[src/rtl/mips_pkg.sv]
// mips_pkg -- shared definitions for the single-cycle MIPS core.
//   * XLEN / register-file geometry
//   * opcode and R-type funct encodings
//   * ALU operation enum and the ALU evaluation function
// Optional feature macro used elsewhere in the slice: MIPS_BNE_EN
// (enables the bne instruction in mips_cpu).
package mips_pkg;

  localparam int XLEN   = 32;
  localparam int NREG   = 32;
  localparam int REG_AW = 5;

  // Primary opcodes (IM_DATA[31:26])
  localparam logic [5:0] OP_RTYPE = 6'h00;
  localparam logic [5:0] OP_J     = 6'h02;
  localparam logic [5:0] OP_BEQ   = 6'h04;
  localparam logic [5:0] OP_BNE   = 6'h05;
  localparam logic [5:0] OP_ADDI  = 6'h08;
  localparam logic [5:0] OP_LW    = 6'h23;
  localparam logic [5:0] OP_SW    = 6'h2B;

  // R-type funct codes (IM_DATA[5:0])
  localparam logic [5:0] FN_ADD = 6'h20;
  localparam logic [5:0] FN_SUB = 6'h22;
  localparam logic [5:0] FN_AND = 6'h24;
  localparam logic [5:0] FN_OR  = 6'h25;
  localparam logic [5:0] FN_SLT = 6'h2A;

  typedef enum logic [2:0] {
    ALU_ADD = 3'd0,
    ALU_SUB = 3'd1,
    ALU_AND = 3'd2,
    ALU_OR  = 3'd3,
    ALU_SLT = 3'd4
  } alu_op_e;

  // Pure 32-bit wraparound ALU; there is no overflow detection at all.
  function automatic logic [XLEN-1:0] alu_exec(input alu_op_e op,
                                               input logic [XLEN-1:0] a,
                                               input logic [XLEN-1:0] b);
    logic [XLEN-1:0] r;
    r = '0;
    case (op)
      ALU_ADD: r = a + b;
      ALU_SUB: r = a - b;
      ALU_AND: r = a & b;
      ALU_OR:  r = a | b;
      ALU_SLT: r = {{(XLEN-1){1'b0}}, ($signed(a) < $signed(b))};
      default: r = '0;
    endcase
    return r;
  endfunction

endpackage

[src/rtl/mips_regfile.sv]
// mips_regfile -- 32 x 32-bit register file.
// Ports:
//   clk_i                 clock, writes and reset on rising edge
//   rst_i                 synchronous active-high clear of all registers
//   we_i, waddr_i, wdata_i  single synchronous write port
//   raddr_a_i / rdata_a_o   combinational read port A (rs)
//   raddr_b_i / rdata_b_o   combinational read port B (rt)
// Register $0 reads as zero and ignores writes. Reads return the value held
// before the current edge, so an instruction reading and writing the same
// register sees the old value.
module mips_regfile
  import mips_pkg::*;
(
  input  logic              clk_i,
  input  logic              rst_i,
  input  logic              we_i,
  input  logic [REG_AW-1:0] waddr_i,
  input  logic [XLEN-1:0]   wdata_i,
  input  logic [REG_AW-1:0] raddr_a_i,
  output logic [XLEN-1:0]   rdata_a_o,
  input  logic [REG_AW-1:0] raddr_b_i,
  output logic [XLEN-1:0]   rdata_b_o
);

  logic [XLEN-1:0] regs_q [NREG];

  always_ff @(posedge clk_i) begin
    if (rst_i) begin
      for (int i = 0; i < NREG; i++) begin
        regs_q[i] <= '0;
      end
    end else if (we_i && (waddr_i != '0)) begin
      regs_q[waddr_i] <= wdata_i;
    end
  end

  assign rdata_a_o = (raddr_a_i == '0) ? '0 : regs_q[raddr_a_i];
  assign rdata_b_o = (raddr_b_i == '0) ? '0 : regs_q[raddr_b_i];

endmodule

[src/rtl/mips_cpu.sv]
// mips_cpu -- single-cycle MIPS subset core (CPI 1).
// Supported: add, sub, and, or, slt, addi, lw, sw, beq, j
//            (+ bne when MIPS_BNE_EN is defined at compile time).
// Anything else advances PC by 4 with no register or memory side effect.
// Parameter:
//   RESET_PC    PC value loaded while Z_R is high
// Ports:
//   CLK         single clock for core and both memories
//   Z_R         synchronous active-high reset
//   IM_ADDR     instruction fetch byte address (= PC)
//   IM_DATA     instruction word at IM_ADDR
//   DM_WE       data-memory write enable (stores only)
//   DM_ADDR     data-memory byte address (= ALU result)
//   DM_WR_DATA  store data (= register rt)
//   DM_RD_DATA  load data for DM_ADDR
module mips_cpu
  import mips_pkg::*;
#(
  parameter logic [31:0] RESET_PC = 32'h0000_0000
) (
  input  logic        CLK,
  input  logic        Z_R,
  output logic [31:0] IM_ADDR,
  input  logic [31:0] IM_DATA,
  output logic        DM_WE,
  output logic [31:0] DM_ADDR,
  output logic [31:0] DM_WR_DATA,
  input  logic [31:0] DM_RD_DATA
);

  // Instruction fields
  logic [5:0]        opcode;
  logic [5:0]        funct;
  logic [REG_AW-1:0] rs, rt, rd;
  logic [15:0]       imm16;
  logic [25:0]       imm26;
  logic [XLEN-1:0]   imm_sext;

  assign opcode   = IM_DATA[31:26];
  assign rs       = IM_DATA[25:21];
  assign rt       = IM_DATA[20:16];
  assign rd       = IM_DATA[15:11];
  assign funct    = IM_DATA[5:0];
  assign imm16    = IM_DATA[15:0];
  assign imm26    = IM_DATA[25:0];
  assign imm_sext = {{16{imm16[15]}}, imm16};

  // Decoded control
  logic    reg_we;
  logic    wr_sel_rd;
  logic    alu_src_imm;
  logic    mem_we;
  logic    mem_to_reg;
  logic    branch_eq;
  logic    branch_ne;
  logic    jump;
  alu_op_e alu_op;

  always_comb begin
    reg_we      = 1'b0;
    wr_sel_rd   = 1'b0;
    alu_src_imm = 1'b0;
    mem_we      = 1'b0;
    mem_to_reg  = 1'b0;
    branch_eq   = 1'b0;
    branch_ne   = 1'b0;
    jump        = 1'b0;
    alu_op      = ALU_ADD;
    case (opcode)
      OP_RTYPE: begin
        case (funct)
          FN_ADD: begin reg_we = 1'b1; wr_sel_rd = 1'b1; alu_op = ALU_ADD; end
          FN_SUB: begin reg_we = 1'b1; wr_sel_rd = 1'b1; alu_op = ALU_SUB; end
          FN_AND: begin reg_we = 1'b1; wr_sel_rd = 1'b1; alu_op = ALU_AND; end
          FN_OR:  begin reg_we = 1'b1; wr_sel_rd = 1'b1; alu_op = ALU_OR;  end
          FN_SLT: begin reg_we = 1'b1; wr_sel_rd = 1'b1; alu_op = ALU_SLT; end
          default: ;
        endcase
      end
      OP_ADDI: begin
        reg_we      = 1'b1;
        alu_src_imm = 1'b1;
      end
      OP_LW: begin
        reg_we      = 1'b1;
        alu_src_imm = 1'b1;
        mem_to_reg  = 1'b1;
      end
      OP_SW: begin
        alu_src_imm = 1'b1;
        mem_we      = 1'b1;
      end
      OP_BEQ: branch_eq = 1'b1;
`ifdef MIPS_BNE_EN
      OP_BNE: branch_ne = 1'b1;
`endif
      OP_J:   jump = 1'b1;
      default: ;
    endcase
  end

  // Register file
  logic [XLEN-1:0]   rs_val, rt_val;
  logic [XLEN-1:0]   wb_data;
  logic [REG_AW-1:0] wb_addr;
  logic              wb_en;

  // Reset suppresses the write so an abandoned instruction leaves no trace.
  assign wb_en   = reg_we & ~Z_R;
  assign wb_addr = wr_sel_rd ? rd : rt;

  mips_regfile u_regfile (
    .clk_i     (CLK),
    .rst_i     (Z_R),
    .we_i      (wb_en),
    .waddr_i   (wb_addr),
    .wdata_i   (wb_data),
    .raddr_a_i (rs),
    .rdata_a_o (rs_val),
    .raddr_b_i (rt),
    .rdata_b_o (rt_val)
  );

  // Execute
  logic [XLEN-1:0] alu_b;
  logic [XLEN-1:0] alu_res;

  assign alu_b   = alu_src_imm ? imm_sext : rt_val;
  assign alu_res = alu_exec(alu_op, rs_val, alu_b);
  assign wb_data = mem_to_reg ? DM_RD_DATA : alu_res;

  // Data memory interface; the write enable is a pure AND of decoded bits,
  // so it settles once IM_DATA is stable and is forced low during reset.
  assign DM_WE      = mem_we & ~Z_R;
  assign DM_ADDR    = alu_res;
  assign DM_WR_DATA = rt_val;

  // Next PC
  logic [XLEN-1:0] pc_q, pc_d;
  logic [XLEN-1:0] pc_plus4;
  logic [XLEN-1:0] br_off;
  logic [XLEN-1:0] br_target;
  logic            regs_equal;
  logic            take_branch;

  assign pc_plus4    = pc_q + 32'd4;          // wraps modulo 2^32
  assign br_off      = imm_sext << 2;
  assign br_target   = pc_plus4 + br_off;
  assign regs_equal  = (rs_val == rt_val);
  assign take_branch = (branch_eq & regs_equal) | (branch_ne & ~regs_equal);

  always_comb begin
    pc_d = pc_plus4;
    if (jump) begin
      pc_d = {pc_plus4[31:28], imm26, 2'b00};
    end else if (take_branch) begin
      pc_d = br_target;
    end
  end

  always_ff @(posedge CLK) begin
    if (Z_R) begin
      pc_q <= RESET_PC;
    end else begin
      pc_q <= pc_d;
    end
  end

  assign IM_ADDR = pc_q;

endmodule

[config.mk]
export PLATFORM = sky130hd
export DESIGN_NAME = mips_cpu
export DESIGN_NICKNAME = d
export VERILOG_FILES = /design/src/rtl/mips_pkg.sv /design/src/rtl/mips_regfile.sv /design/src/rtl/mips_cpu.sv
export SDC_FILE = /design/constraint.sdc
export NUM_CORES = 2
export LEC_CHECK = 0
export ABC_AREA = 1
export ABC_CLOCK_PERIOD_IN_PS = 7240
export BUFFER_PORTS_ARGS = -buffer_cell sky130_fd_sc_hd__buf_2
export CAP_MARGIN = 10
export CORE_MARGIN = 2
export CORE_UTILIZATION = 30
export DETAILED_ROUTE_END_ITERATION = 10
export GPL_ROUTABILITY_DRIVEN = 0
export PLACE_DENSITY_LB_ADDON = 0.1
export SKIP_LAST_GASP = 1
export SYNTH_ARGS = -nofsm -noshare
export SYNTH_HDL_FRONTEND = slang
export SYNTH_SLANG_ARGS = --single-unit
[constraint.sdc]
create_clock -name CLK -period 7.24 [get_ports CLK]
set_input_delay 1.448 -clock CLK [delete_from_list [all_inputs] [get_ports CLK]]
set_output_delay 1.448 -clock CLK [all_outputs]
set_load 0.01 [all_outputs]
==> flow_summary.toml <==
[clock_tree]
clk_path_buf_depth = 3
cts_tree = "done"
cts_num_sinks = 1054
cts_made_buffers = 133
ctsRootBufferMaster = "clkbuf_16"
clk_latency_ns = 0.82
path_clk_slew_ns = 0.06
htreeDepth = 4
ctsHoldBuffers = 0

[synthesis]
yosysSeqAreaShare_pct = 45.9
synth_top_area_share_pct = 45.1
async_flop_share_pct = 0
synth_area_sq_mm = 0.0682
ys.flop_type = "edfxtp_1"
yosysUniqueCellTypes = 61
yosysWarnings = 0
synth-edff-count = 1024
synth_top_area_cell = "edfxtp_1"
ys_seq_elements = 1054
yosys.cell_count.top_type = "nand2_1"
synth_area_leaders = "edfxtp_1 45%, nand2_1 16%, nand3_1 9.5%"
ys_top_cells_by_count = "2856 x nand2_1, 1628 x nor2_1, 1299 x nand3_1"
synth_cells = 9220
avgSynthCellArea_sq_um = 7.40

[worst_setup_path]
worst-path-buf-inv = 9
slowest_delay_ns = 0.36
cp.required_ns = 5.79
cp.arrival_ns = 5.65
cpLargestDelayFamily = "simple AND/OR/NAND/NOR gates"
critical_path_class = "primary input to primary output"
crit_start = "IM_DATA[17]"
cp_common_cell = "nand2_1"
crit_path_start_kind = "primary input"
timing.rr.start = "u_regfile.regs_q[18][0]"
cp_slowest_cell = "ha_1"
critPathCaptureType = "primary output"
path_max_fanout = 27

[timing]
slew_violations = 0
setup_viol = 0
period_share_pct = 98.1
maxSlewHeadroom_pct = 16.7
setup_tns_ns = 0
rsz0062_at_grt = "false"
hold_viol = 0
tightest_slew_ns = 1.24
finClkSkew_ns = 0.0379
holdWs_ns = 0.708
fmax_ghz = 0.141
period_minus_slack_ns = 7.10

[cells_and_area]
fill_cells = 23700
drive_gt1_share_pct = 15.9
nets = 9891
final_area_sq_mm = 0.0828
syn_to_final_growth_pct = 21.4
layout.cells.non_filler = 12800

[die]
initial_core_util_pct = 30.1
core_sq_mm = 0.227
die_w_um = 481
die_y_um = 481
design.die.area_sq_mm = 0.231
rows = 175
ioPinCount = 163

[grt]
grt_usage_pct = 29.2
grt_pass1_wl_mm = 484
grt_pass1_vias = 63900
antenna_found_initial = 13
grt_start_max_net_pins = 55
grt_overflow = 0

[placement]
port_buffers = 160
hpwl_mm = 235
post-place-cells = 12500
placed_area_sq_mm = 0.0776

[power]
p_total_w = 0.0202
power.share.clock_pct = 33.3
ir_drop_mv = 0.270
p_sw_w = 0.00745
power.internal_w = 0.0127
p_comb_share_pct = 31.9
power.leakage_nw = 36.0
seq_power_share_pct = 34.8
netSwitchingFraction_pct = 37.0
p_per_area_mw_per_mm2 = 243

[run]
drv_cap = 0

[worst_hold_path]
hp-start = "IM_ADDR[31]"
hold_class = "flop to flop"

[detailed_routing]
avgViaCountPerCell = 5.35
first_pass_iters = 7
drc_errors = 0
antenna_left = 0
drt-initial-drc-count = 8646
routed_wl_mm = 350
vias = 68400
avgRoutedWirePerCell_um = 27.3

[status]
outcome = "finished, final reports clean"
==> routing by layer <==
metal | vias to the layer above | wire length [um] | GRT usage [%]
met2 | 3632 | 150000 | 44.1
met1 | 33100 | 150000 | 40.2
met5 | - | 29 | 0
met4 | 6 | 18600 | 13.5
li1 | 31100 | - | -
met3 | 601 | 31700 | 5.45
==> power groups by stage <==
| stage | Sequential (W) | Combinational, W | Clock [W] |
|---|---|---|---|
| 2_1_floorplan | 0.00711 | 0.00272 | 0 |
| 3_3_place_gp | 0.00714 | 0.00617 | 0 |
| 3_5_place_dp | 0.00714 | 0.00615 | 0 |
| 4_1_cts | 0.00702 | 0.00618 | 0.00680 |
| 5_1_grt | 0.00704 | 0.00671 | 0.00701 |
| 6_report | 0.00702 | 0.00643 | 0.00671 |
==> logic make-up after synthesis <==
family	Yosys count	synth area share, %
compound gates	748	6.10
xor+xnor	56	0.719
fa+ha+maj	133	2.47
buf+inv	1189	7.93
flops	1054	45.9
mux	23	0.337
other cells	1	0.00550
simple gates	6016	36.5
==> per-stage QoR <==
stage                     worst slack, ns  util (%)
final                               0.140      36.5
after global routing              0.00967      36.5
after CTS                         -0.0163      36.1
after detailed placement           -0.178      34.2
after global placement             -0.118      34.2
after floorplan                     0.951         -
==> area by class of cell <==
class | count | area (sq um) | area share [%]
clock buffer | 165 | 3490 | 4.21
clock inverter | 69 | 753 | 0.909
antenna | 3 | 7.51 | 0.00906
timing repair buffer | 986 | 9000 | 10.9
multi-input combinational | 7010 | 32500 | 39.2
sequential | 1054 | 31400 | 37.8
inverter | 505 | 1970 | 2.37
tap | 3009 | 3760 | 4.54
timing repair inverter | 2 | 22.5 | 0.0272
==> final timing paths <==
kind,slack (ns),cells past startpoint,to
min,0.71,3,IM_ADDR[31]
max,0.14,31,DM_ADDR[27]
max reg2reg,2.20,30,u_regfile.regs_q[19][30]
min reg2reg,0.71,3,IM_ADDR[31]
==> worst reg2reg max path, delay by kind of cell, from the launching register on <==
family          cells  cell delay [ns]
simple gates       16             2.05
buf+inv             8             1.20
fa+ha+maj           2             0.70
compound gates      4             0.41
flops               1             0.40
==> registers in the layout (all words and copies together) (netlist names) <==
signal and flops:
u_regfile.regs_q 1024, IM_ADDR 30
==> timing repair <==
action / in CTS / in global routing
pin swaps: 2 / 10
resized for setup: 11 / 158
endpoints found under the setup margin: 13 / 23
gates cloned: 0 / 12
setup buffers: 3 / 12
==> cell usage in the layout (no fill, tap or decap), types with 29 or more instances in the layout <==
cell and instances:
o21ai_0 300, clkinv_1 30, nand3_1 1275, nor2_1 1612
buf_2 151, o21ai_1 42, inv_1 462, nand2_1 2768
inv_2 29, conb_1 34, nor2_2 108, xor2_1 45
nand2_2 92, o211ai_1 50, edfxtp_1 1024, clkbuf_1 30
buf_4 677, nand3_2 37, clkbuf_16 145, buf_12 120
dfxtp_1 30, a21oi_1 232, ha_1 126
Power figures use the tool's default switching activity.
